==> config.mk <==
export PLATFORM = sky130hd
export DESIGN_NAME = dog_anim_ctrl
export DESIGN_NICKNAME = d
export VERILOG_FILES = /design/src/rtl/players_pkg.sv /design/src/rtl/sprite_addr_gen.sv /design/src/rtl/dog_anim_ctrl.sv
export SDC_FILE = /design/constraint.sdc
export NUM_CORES = 1
export LEC_CHECK = 0
export CORE_MARGIN = 2
export CORE_UTILIZATION = 30
export CTS_CLUSTER_DIAMETER = 80
export CTS_CLUSTER_SIZE = 8
export DETAILED_ROUTE_END_ITERATION = 8
export PLACE_DENSITY_LB_ADDON = 0.12
export SYNTH_ARGS = -nofsm -noshare
export SYNTH_HDL_FRONTEND = slang
export SYNTH_SLANG_ARGS = --single-unit
==> constraint.sdc <==
create_clock -name clk -period 15.5 [get_ports clk]
set_input_delay 3.1 -clock clk [delete_from_list [all_inputs] [get_ports clk]]
set_output_delay 3.1 -clock clk [all_outputs]
set_load 0.02 [all_outputs]
==> src/rtl/players_pkg.sv <==
// Types and constants shared by the player sprite controllers (dog and cat).
package players_pkg;

    typedef enum logic [1:0] {
        ST_IDLE     = 2'd0,
        ST_WIND     = 2'd1,
        ST_RELEASE  = 2'd2,
        ST_COOLDOWN = 2'd3
    } anim_state_e;

    typedef logic [1:0] frame_sel_t;

    localparam frame_sel_t FRAME_IDLE    = 2'b00;
    localparam frame_sel_t FRAME_WIND    = 2'b01;
    localparam frame_sel_t FRAME_RELEASE = 2'b10;

    localparam int DOG_W = 140;
    localparam int DOG_H = 177;

    // COOLDOWN shows the idle image.
    function automatic frame_sel_t frame_sel_of(input anim_state_e st);
        case (st)
            ST_WIND:    return FRAME_WIND;
            ST_RELEASE: return FRAME_RELEASE;
            default:    return FRAME_IDLE;
        endcase
    endfunction

endpackage

==> src/rtl/sprite_addr_gen.sv <==
// Maps VGA counters to a sprite-relative ROM address, with an in-sprite flag
// delayed to line up with the ROM's registered output.
module sprite_addr_gen #(
    parameter int SPRITE_W = 140,
    parameter int SPRITE_H = 177
) (
    input  logic        clk_i,
    input  logic        rst_i,
    input  logic [10:0] hcount_i,
    input  logic [10:0] vcount_i,
    input  logic [10:0] xpos_i,
    input  logic [10:0] ypos_i,
    output logic [14:0] address_o,
    output logic        in_sprite_o
);

    logic [11:0] h_ext, v_ext, x_ext, y_ext, x_end, y_end;
    logic [10:0] dx, dy;
    logic        in_win;
    logic [14:0] addr_d, addr_q;
    logic        win_q, in_sprite_q;

    // 12-bit bounds so a sprite near the 2047 edge does not wrap.
    always_comb begin
        h_ext  = {1'b0, hcount_i};
        v_ext  = {1'b0, vcount_i};
        x_ext  = {1'b0, xpos_i};
        y_ext  = {1'b0, ypos_i};
        x_end  = x_ext + 12'(SPRITE_W);
        y_end  = y_ext + 12'(SPRITE_H);
        in_win = (h_ext >= x_ext) && (h_ext < x_end) &&
                 (v_ext >= y_ext) && (v_ext < y_end);
        dx     = hcount_i - xpos_i;
        dy     = vcount_i - ypos_i;
        addr_d = '0;
        if (in_win)
            addr_d = 15'(dy) * 15'(SPRITE_W) + 15'(dx);
    end

    always_ff @(posedge clk_i) begin
        if (rst_i) begin
            addr_q      <= '0;
            win_q       <= 1'b0;
            in_sprite_q <= 1'b0;
        end else begin
            addr_q      <= addr_d;
            win_q       <= in_win;
            in_sprite_q <= win_q;
        end
    end

    assign address_o   = addr_q;
    assign in_sprite_o = in_sprite_q;

endmodule

==> src/rtl/dog_anim_ctrl.sv <==
// Dog throw animation sequencer plus dog sprite ROM address generation.
module dog_anim_ctrl
    import players_pkg::*;
#(
    parameter int SPRITE_W        = DOG_W,
    parameter int SPRITE_H        = DOG_H,
    parameter int WIND_FRAMES     = 8,
    parameter int RELEASE_FRAMES  = 6,
    parameter int COOLDOWN_FRAMES = 10
) (
    input  logic        clk,
    input  logic        rst,
    input  logic        frame_tick,
    input  logic        throw_req,
    output logic        throw_ack,
    output logic        launch,
    output logic        busy,
    output logic [1:0]  frame_sel,
    input  logic [10:0] hcount,
    input  logic [10:0] vcount,
    input  logic [10:0] xpos,
    input  logic [10:0] ypos,
    output logic [14:0] address,
    output logic        in_sprite
);

    localparam logic [5:0] WIND_LAST = 6'(WIND_FRAMES - 1);
    localparam logic [5:0] REL_LAST  = 6'(RELEASE_FRAMES - 1);
    localparam logic [5:0] COOL_LAST = 6'(COOLDOWN_FRAMES - 1);

    anim_state_e state_q, state_d;
    logic [5:0]  cnt_q, cnt_d;
    logic        ack_d, ack_q, launch_d, launch_q, busy_q;
    frame_sel_t  frame_sel_q;

    always_comb begin
        state_d  = state_q;
        cnt_d    = cnt_q;
        ack_d    = 1'b0;
        launch_d = 1'b0;
        if (frame_tick) begin
            case (state_q)
                ST_IDLE: begin
                    if (throw_req) begin
                        state_d = ST_WIND;
                        cnt_d   = '0;
                        ack_d   = 1'b1;
                    end
                end
                ST_WIND: begin
                    if (cnt_q == WIND_LAST) begin
                        state_d  = ST_RELEASE;
                        cnt_d    = '0;
                        launch_d = 1'b1;
                    end else begin
                        cnt_d = cnt_q + 6'd1;
                    end
                end
                ST_RELEASE: begin
                    if (cnt_q == REL_LAST) begin
                        state_d = (COOLDOWN_FRAMES > 0) ? ST_COOLDOWN : ST_IDLE;
                        cnt_d   = '0;
                    end else begin
                        cnt_d = cnt_q + 6'd1;
                    end
                end
                ST_COOLDOWN: begin
                    if (cnt_q == COOL_LAST) begin
                        state_d = ST_IDLE;
                        cnt_d   = '0;
                    end else begin
                        cnt_d = cnt_q + 6'd1;
                    end
                end
                default: begin
                    state_d = ST_IDLE;
                    cnt_d   = '0;
                end
            endcase
        end
    end

    // Outputs are decoded from the next state so they change the cycle after the tick.
    always_ff @(posedge clk) begin
        if (rst) begin
            state_q     <= ST_IDLE;
            cnt_q       <= '0;
            frame_sel_q <= FRAME_IDLE;
            busy_q      <= 1'b0;
            ack_q       <= 1'b0;
            launch_q    <= 1'b0;
        end else begin
            state_q     <= state_d;
            cnt_q       <= cnt_d;
            frame_sel_q <= frame_sel_of(state_d);
            busy_q      <= (state_d != ST_IDLE);
            ack_q       <= ack_d;
            launch_q    <= launch_d;
        end
    end

    assign frame_sel = frame_sel_q;
    assign busy      = busy_q;
    assign throw_ack = ack_q;
    assign launch    = launch_q;

    sprite_addr_gen #(
        .SPRITE_W(SPRITE_W),
        .SPRITE_H(SPRITE_H)
    ) u_addr (
        .clk_i      (clk),
        .rst_i      (rst),
        .hcount_i   (hcount),
        .vcount_i   (vcount),
        .xpos_i     (xpos),
        .ypos_i     (ypos),
        .address_o  (address),
        .in_sprite_o(in_sprite)
    );

endmodule

==> impl_metrics.yaml, run 1 <==
synth:
  syn_nets: 630
  synthMuxAreaShare_pct: 0
  syn_area_per_cell_um2: 8.05
  syn_area_um2: 3930
  synth_largest_area_cell: "ha_1"
  synth_edf_count: 0
  synth.most_common_cell: "ha_1"
  ys_warn_count: 0
  netlist.area_leader.share_pct: 26.8
  synth_xor_area_share_pct: 11.3
  ys_ff_latch: 30
  synthCells: 488
  synth_flop_cell: "dfxtp_1"
  yosys.area_share.adder_pct: 31.9
  synthSimpleGateAreaFrac_pct: 16.0
  async_flop_share_pct: 0
  yosys-top-cells-area: "ha_1 27%, dfxtp_1 15%, xnor2_1 8.0%"
  synth_top_family_by_area: "adder cells"
  yosysSeqAreaShare_pct: 15.3
  synth_common_cells: "84 x ha_1, 67 x inv_1, 39 x a21oi_1, 37 x nor2_1, 36 x xnor2_1"
  synth_cell_types: 54
  synth_compound_area_share_pct: 18.4
job:
  maxCapViolCount: 0
timing:
  period_needed_ps: 8190
  fin_tns_setup_ps: 0
  finalCritPeriodShare_pct: 52.8
  hold_violations: 0
  rsz0062_at_grt: "false"
  fin_skew_ps: 4.87
  max_slew_margin_pct: 57.5
  final-setup-viol-count: 0
  fmax_mhz: 122
  max_slew.worst_pin.slew_ps: 629
  drv_slew: 0
critical_path:
  cp_data_arrival_time_ps: 8320
  critPathKind: "input pin to flip-flop"
  worstPathRequired_ps: 15630
  startpoint_type: "input pin"
  end_kind: "flip-flop"
  worstPathMaxFanout: 5
clock_network:
  cts-htree-levels: 2
  postCtsHoldBufs: 0
  cts_buffer_depth: 2
  cts-root-buf: "clkbuf_16"
  cts.sinks: 30
  clk_pin_slew_worst_paths_ps: 50
  cts.repair.resized: 0
  cts_setup_buffers: 0
  cts_tree: "done"
  cts_buffers: 5
  clock_latency_ps: 270
cells_and_area:
  postLayoutCoreUtil_pct: 39.0
  num_antenna_cells: 0
  nFillCells: 1364
  layout.area.seq_um2: 601
  syn2layout_area_growth_pct: 26.4
  layout-drive-gt1-share_pct: 2.69
  multi_input_area_um2: 3050
  nNetsFinal: 700
place:
  port_buffers: 68
  hpwlAfterDp_mm: 7.32
  routabilityCongestion: 0.768
grt:
  grt_max_degree: 17
  antenna_found_initial: 0
  first_global_vias: 3369
  grt_usage_pct: 12.3
  grt-ovfl-total: 0
  grt_pass1_wl_mm: 14.8
drt:
  num_vias: 3406
  wl_met3_um: 329
  post_drt_wl_per_cell_um: 11.5
  ant_nets: 0
  drtPass1Iterations: 4
  viasPerCell: 4.67
  wl_met1_mm: 4.28
  routed.top_layer: "met4"
  routed_wl_mm: 8.37
  first_iter_violations: 140
  drcViolationCount: 0
  wl_met2_mm: 3.69
pwr:
  p_per_area_nw_per_um2: 149
  ir_drop_uv: 87.4
  leakagePower_nw: 2.28
  power_uw: 742
floorplan:
  dieArea_um2: 14000
  io_pins: 69
  start_util_pct: 30.9
  die_y_um: 118
  die_x_um: 118
  num_rows: 41
  core_um2: 12700
outcome:
  outcome: "finished clean"
hold_path:
  hold_class: "flip-flop to flip-flop"
flip-flops by register name, summed over array words and instances, names as in the netlist:
register / cells
cnt_q: 6
busy: 1
launch: 1
u_addr.in_sprite_o: 1
state_q: 2
throw_ack: 1
u_addr.win_q: 1
frame_sel: 2
u_addr.address_o: 15
where the power goes:
| part | leakage (nW) | internal (mW) | switching (mW) |
|---|---|---|---|
| registers | 0.243 | 0.0808 | 0.00134 |
| clock network | 0.0829 | 0.0790 | 0.0307 |
| logic | 1.95 | 0.264 | 0.286 |
| total | 2.28 | 0.424 | 0.318 |
worst paths after layout:
| kind | startpoint | end | slack, ps | cells past startpoint |
|---|---|---|---|---|
| worst max-delay path | ypos[0] | u_addr.address_o[13]$_SDFF_PP0_ | 7310 | 24 |
| worst min register to register | u_addr.win_q$_SDFF_PP0_ | u_addr.in_sprite_o$_SDFF_PP0_ | 430 | 1 |
| worst min-delay path | u_addr.win_q$_SDFF_PP0_ | u_addr.in_sprite_o$_SDFF_PP0_ | 430 | 1 |
| worst max register to register | cnt_q[0]$_SDFFE_PP0P_ | busy$_SDFF_PP0_ | 13670 | 8 |
kinds of logic after synthesis:
kind of cell / after synthesis
and+or+nand+nor: 127
AOI/OAI and AO/OA: 116
adders and majority gates: 94
buffers and inverters: 72
xor gates and xnor gates: 49
DFF: 30
final cells by class:
type | count | area share, %
clock inverters | 1 | 0.605
well taps | 172 | 4.33
repair buffers | 68 | 13.7
clock buffers | 6 | 2.80
flip-flops and latches | 30 | 12.1
multi-input cells | 386 | 61.4
inverters | 67 | 5.07
placed cells by master, fill, tap and decap left out, drive strengths merged, types with 7 or more instances in the layout:
master,count
xnor2,36
nor2b,9
nand2,25
nand4,7
fa,10
inv,67
nor3,11
a21oi,39
clkdlybuf4s50,68
nor2,37
o21ai,31
a21o,12
nand3,10
dfxtp,30
ha,84
xor2,12
critical path: stages:
cell	delay [ps]
clkdlybuf4s50_1	550
ha_1	170
inv_1	60
fa_1	400
a21o_1	170
a21oi_1	210
o21bai_1	100
a21oi_1	220
xnor2_1	260
ha_1	320
ha_1	280
inv_1	50
fa_1	520
inv_1	40
ha_1	350
nand4b_1	150
nand3b_1	100
xor2_1	150
ha_1	310
a21oi_1	190
a21boi_0	310
nor3b_1	110
xnor2_1	140
nor2_1	50
metrics by stage:
| stage | setup slack, ps | area, um2 | hold slack, ps | std cells |
|---|---|---|---|---|
| 5_1_grt | 6850 | 4960 | 470 | 730 |
| 3_5_place_dp | 7030 | 4800 | 429 | 723 |
| 2_1_floorplan | 7940 | 3930 | 414 | 488 |
| 6_report | 7310 | 4960 | 433 | 730 |
| 3_3_place_gp | 7130 | 4800 | 423 | 723 |
| 4_1_cts | 7300 | 4960 | 440 | 730 |
metal layers:
metal  vias to the layer above  global-route usage [%]
met5                         -                       0
met4                         0                    3.13
met3                         4                    1.74
met2                        58                    20.6
met1                      1518                    16.6
li1                       1826                       -
Note: power is estimated with default switching activity, not from simulation.
==> inputs of run 2 (changes only) <==
==> constraint.sdc (replaced) <==
create_clock -name clk -period 8.46 [get_ports clk]
set_input_delay 1.692 -clock clk [delete_from_list [all_inputs] [get_ports clk]]
set_output_delay 1.692 -clock clk [all_outputs]
set_load 0.02 [all_outputs]
==> impl_metrics.yaml, run 2 (synthesized netlist as in run 1, its figures left out) <==
hold_path:
  hold_class: "flip-flop to flip-flop"
  min_from: "u_addr.win_q$_SDFF_PP0_"
  min_path_cells: 1
  min_to: "u_addr.in_sprite_o$_SDFF_PP0_"
place:
  port_buffers: 68
  hpwlAfterDp_mm: 7.31
  routabilityCongestion: 0.768
  place_area_um2: 4800
cells_and_area:
  num_antenna_cells: 0
  largest_register_ff_count: 15
  final_area_um2: 4960
  nNetsFinal: 700
  final_cell_mix: "84 x ha_1, 68 x clkdlybuf4s50_1, 67 x inv_1"
  layout_commonest_cell: "ha_1"
  syn2layout_area_growth_pct: 26.4
  layout-drive-gt1-share_pct: 2.69
pwr:
  swShare_pct: 42.6
  p_clk_share_pct: 14.7
  comb_power_share_pct: 74.2
  leakagePower_nw: 2.28
  switching_power_uw: 577
  ir_drop_uv: 157
  power_mw: 1.35
  p_per_area_nw_per_um2: 273
  pwr-share-seq_pct: 11.1
  internal-power_uw: 777
timing:
  fmax_mhz: 148
  hold_slack_ps: 434
  hold_violations: 0
  fin_skew_ps: 2.19
  fin_tns_setup_ps: 0
  max_slew.worst_pin.slew_ps: 557
  rsz0062_at_grt: "false"
  final-setup-viol-count: 0
  drv_slew: 0
  period_needed_ps: 6760
  max_slew_margin_pct: 62.8
  finalCritPeriodShare_pct: 79.9
job:
  maxCapViolCount: 0
grt:
  antenna_found_initial: 0
  grt-ovfl-total: 0
  grt_max_degree: 17
  grt_pass1_wl_mm: 14.7
  first_global_vias: 3396
  grt_usage_pct: 12.2
floorplan:
  num_rows: 41
  core_um2: 12700
  die_y_um: 118
  dieArea_um2: 14000
  die_x_um: 118
  io_pins: 69
  start_util_pct: 30.9
clock_network:
  cts_buffers: 5
  clock_latency_ps: 270
  cts_setup_buffers: 0
  cts_tree: "done"
  clk_pin_slew_worst_paths_ps: 50
  cts-root-buf: "clkbuf_16"
  postCtsHoldBufs: 0
  cts.sinks: 30
  cts.repair.resized: 0
  cts_buffer_depth: 2
  cts-htree-levels: 2
critical_path:
  worstPathMaxFanout: 5
  rrSetupSlack_ps: 6600
  r2r_end: "busy$_SDFF_PP0_"
  startpoint_type: "input pin"
  reg2reg_depth: 8
  end_kind: "flip-flop"
  worstPathRequired_ps: 8590
  cp_data_arrival_time_ps: 6890
  critPathKind: "input pin to flip-flop"
  r2r-start: "cnt_q[0]$_SDFFE_PP0P_"
drt:
  ant_nets: 0
  post_drt_wl_per_cell_um: 11.5
  drcViolationCount: 0
  viasPerCell: 4.64
  routed_wl_mm: 8.37
  drtPass1Iterations: 4
  first_iter_violations: 143
  num_vias: 3385
outcome:
  outcome: "finished clean"
## run 2: cell counts in the layout (fill, tap and decap cells not counted)
Identical to the previous run, type by type.
## run 2: metal layers
| metal | vias up | wire length (um) | part of all wire (%) | GRT usage, % |
|---|---|---|---|---|
| li1 | 1827 | - | - | - |
| met1 | 1506 | 4240 | 51 | 16.2 |
| met2 | 50 | 3790 | 45 | 21.0 |
| met5 | - | 0 | 0 | 0 |
| met3 | 2 | 294 | 3.5 | 1.79 |
| met4 | 0 | 42 | 0.50 | 2.75 |
## run 2: worst max-delay path by stage
stage               startpoint                               to  slack (ps)  cells past startpoint
finish                 ypos[0]  u_addr.address_o[13]$_SDFF_PP0_        1700                     24
detailed placement     ypos[0]  u_addr.address_o[13]$_SDFF_PP0_        1400                     24
CTS                    ypos[0]  u_addr.address_o[13]$_SDFF_PP0_        1670                     24
global route           ypos[0]  u_addr.address_o[13]$_SDFF_PP0_        1230                     24
global placement       ypos[0]  u_addr.address_o[13]$_SDFF_PP0_        1500                     24
floorplan            vcount[0]  u_addr.address_o[13]$_SDFF_PP0_        2300                     24
## run 2: area by class of cell
cell class / instances / area (um2)
Clock buffer: 6 / 139
Fill cell: 1358 / 7760
Sequential cell: 30 / 601
Inverter: 67 / 251
Clock inverter: 1 / 30.0
Multi-Input combinational cell: 386 / 3050
Timing Repair Buffer: 68 / 681
Tap cell: 172 / 215
## run 2: per-stage QoR
step	setup WS, ps	util, %	instances
CTS	1670	39.0	730
detailed placement	1400	37.7	723
finish	1700	39.0	730
global route	1230	39.0	730
global placement	1500	37.7	723
floorplan	2300	-	488
## run 2: worst max-delay path, cell delays in order
cell and delay, ps:
clkdlybuf4s50_1 540, ha_1 170, inv_1 60, fa_1 400
a21o_1 170, a21oi_1 210, o21bai_1 100, a21oi_1 210
xnor2_1 250, ha_1 310, ha_1 280, inv_1 50
fa_1 520, inv_1 40, ha_1 350, nand4b_1 150
nand3b_1 100, xor2_1 150, ha_1 310, a21oi_1 200
a21boi_0 310, nor3b_1 110, xnor2_1 140, nor2_1 50
## run 2: power groups by stage
stage | combinational [mW] | sequential [mW] | clock [mW]
2_1_floorplan | 0.813 | 0.160 | 0
3_3_place_gp | 1.02 | 0.154 | 0
3_5_place_dp | 1.02 | 0.153 | 0
4_1_cts | 1.03 | 0.151 | 0.205
5_1_grt | 1.15 | 0.151 | 0.212
6_report | 1.00 | 0.151 | 0.199
==> inputs of run 3 (changes only) <==
==> constraint.sdc (replaced) <==
create_clock -name clk -period 6.09 [get_ports clk]
set_input_delay 1.218 -clock clk [delete_from_list [all_inputs] [get_ports clk]]
set_output_delay 1.218 -clock clk [all_outputs]
set_load 0.02 [all_outputs]
==> impl_metrics.yaml, run 3 (synthesized netlist as in run 1, its figures left out) <==
place:
  port_buffers: 68
  hpwlAfterDp_mm: 7.48
  routabilityCongestion: 0.834
timing:
  fin_tns_setup_ps: 0
  hold_violations: 0
  max_slew.worst_pin.slew_ps: 562
  period_needed_ps: 5810
  fin_skew_ps: 5.61
  drv_slew: 0
  final-setup-viol-count: 0
  finalCritPeriodShare_pct: 95.3
  max_slew_margin_pct: 62.5
  fmax_mhz: 172
cells_and_area:
  final_cell_mix: "80 x ha_1, 67 x clkdlybuf4s50_1, 65 x inv_1"
  syn2layout_area_growth_pct: 35.4
  largest_register_ff_count: 15
  nNetsFinal: 734
  layout_commonest_cell: "ha_1"
  layout-drive-gt1-share_pct: 11.5
  num_antenna_cells: 0
  nFillCells: 1323
  postLayoutCoreUtil_pct: 41.8
pwr:
  comb_power_share_pct: 78.9
  p_per_area_nw_per_um2: 435
  p_clk_share_pct: 12.0
  pwr-share-seq_pct: 9.0
  power_mw: 2.32
  internal-power_mw: 1.41
  leakagePower_nw: 2.46
  swShare_pct: 39.2
  ir_drop_uv: 237
  switching_power_uw: 907
clock_network:
  clk_pin_slew_worst_paths_ps: 50
  cts_tree: "done"
  clock_latency_ps: 270
  cts-htree-levels: 2
  cts_buffers: 5
  cts-root-buf: "clkbuf_16"
  cts_buffer_depth: 2
  cts.sinks: 30
floorplan:
  dieArea_um2: 14000
  num_rows: 41
  die_y_um: 118
  core_um2: 12700
  die_x_um: 118
  io_pins: 69
  start_util_pct: 30.9
drt:
  first_iter_violations: 164
  num_vias: 3498
  drcViolationCount: 0
  wl_met3_um: 286
  ant_nets: 0
  post_drt_wl_per_cell_um: 11.1
  routed_wl_mm: 8.51
  wl_met1_mm: 4.28
  drtPass1Iterations: 4
  routed.top_layer: "met4"
  wl_met2_mm: 3.86
  viasPerCell: 4.58
critical_path:
  startpoint: "vcount[0]"
  worstPathMaxFanout: 4
  worstPathRequired_ps: 6220
  startpoint_type: "input pin"
  critPathKind: "input pin to flip-flop"
  end_kind: "flip-flop"
  cp_data_arrival_time_ps: 5940
  r2r-start: "cnt_q[0]$_SDFFE_PP0P_"
grt:
  first_global_vias: 3526
  grt_max_degree: 17
  grt_pass1_wl_mm: 15.0
  grt-ovfl-total: 0
  antenna_found_initial: 0
  grt_usage_pct: 12.4
outcome:
  outcome: "finished clean"
hold_path:
  min_from: "u_addr.win_q$_SDFF_PP0_"
  hold_class: "flip-flop to flip-flop"
job:
  maxCapViolCount: 0
## run 3: cell count changes in the layout (fill, tap and decap cells not counted), sizes merged
cell           delta
buf              +34
dlymetal6s2s      +1
clkdlybuf4s50     -1
## run 3: power groups by stage
stage	Combinational (mW)	Clock (mW)	Sequential, mW
after floorplan	1.13	0	0.222
after global placement	1.72	0	0.213
after detailed placement	1.72	0	0.213
after CTS	1.73	0.284	0.209
after global routing	2.08	0.291	0.210
final	1.83	0.278	0.209
## run 3: stage by stage
stage | hold WS, ps | setup slack (ps) | cells | area, um2
5_1_grt | 462 | -32.6 | 764 | 5320
2_1_floorplan | 414 | 408 | 488 | 3930
3_5_place_dp | 420 | -210 | 755 | 5040
6_report | 430 | 284 | 764 | 5320
3_3_place_gp | 420 | -135 | 755 | 5040
4_1_cts | 431 | 45.8 | 762 | 5200
## run 3: per-layer routing
metal / vias to the layer above / GRT usage (%)
met2: 60 / 21.5
met3: 8 / 1.50
met1: 1534 / 16.2
li1: 1896 / -
met5: - / 0
met4: 0 / 3.13
## run 3: what timing repair did
action,CTS,global route
endpoints found under the setup margin,0,5
hold buffers,0,0
setup buffers,0,2
gates resized for setup,0,22
endpoints found under the hold margin,0,0
## run 3: layout make-up
| type | instances | area (um2) | share of cell area [%] |
|---|---|---|---|
| Clock buffer | 6 | 139 | 2.61 |
| Clock inverter | 1 | 30.0 | 0.565 |
| Inverter | 67 | 251 | 4.73 |
| Multi-Input combinational cell | 386 | 3140 | 59.1 |
| Sequential cell | 30 | 601 | 11.3 |
| Tap cell | 172 | 215 | 4.05 |
| Timing Repair Buffer | 102 | 938 | 17.7 |
## run 3: critical path, stage by stage
cell and delay (ps):
clkdlybuf4s50_1 410, inv_2 60, ha_2 150, inv_1 60
fa_2 360, a21o_1 200, a21oi_2 150, o21bai_1 110
a21oi_2 230, xnor2_2 120, buf_4 150, xor2_1 150
ha_1 290, fa_1 520, ha_4 220, a21o_1 180
nand2_2 70, nand3b_1 90, xor2_1 150, ha_1 330
and2_4 160, o21ai_0 80, a21oi_1 180, nand3_1 110
xnor2_1 140, nor2_1 50
## run 3: path summary, 6_finish.rpt
kind	endpoint	slack, ps	cells past startpoint
max reg2reg	busy$_SDFF_PP0_	4240	8
min	u_addr.in_sprite_o$_SDFF_PP0_	430	1
min reg2reg	u_addr.in_sprite_o$_SDFF_PP0_	430	1
max	u_addr.address_o[14]$_SDFF_PP0_	280	26
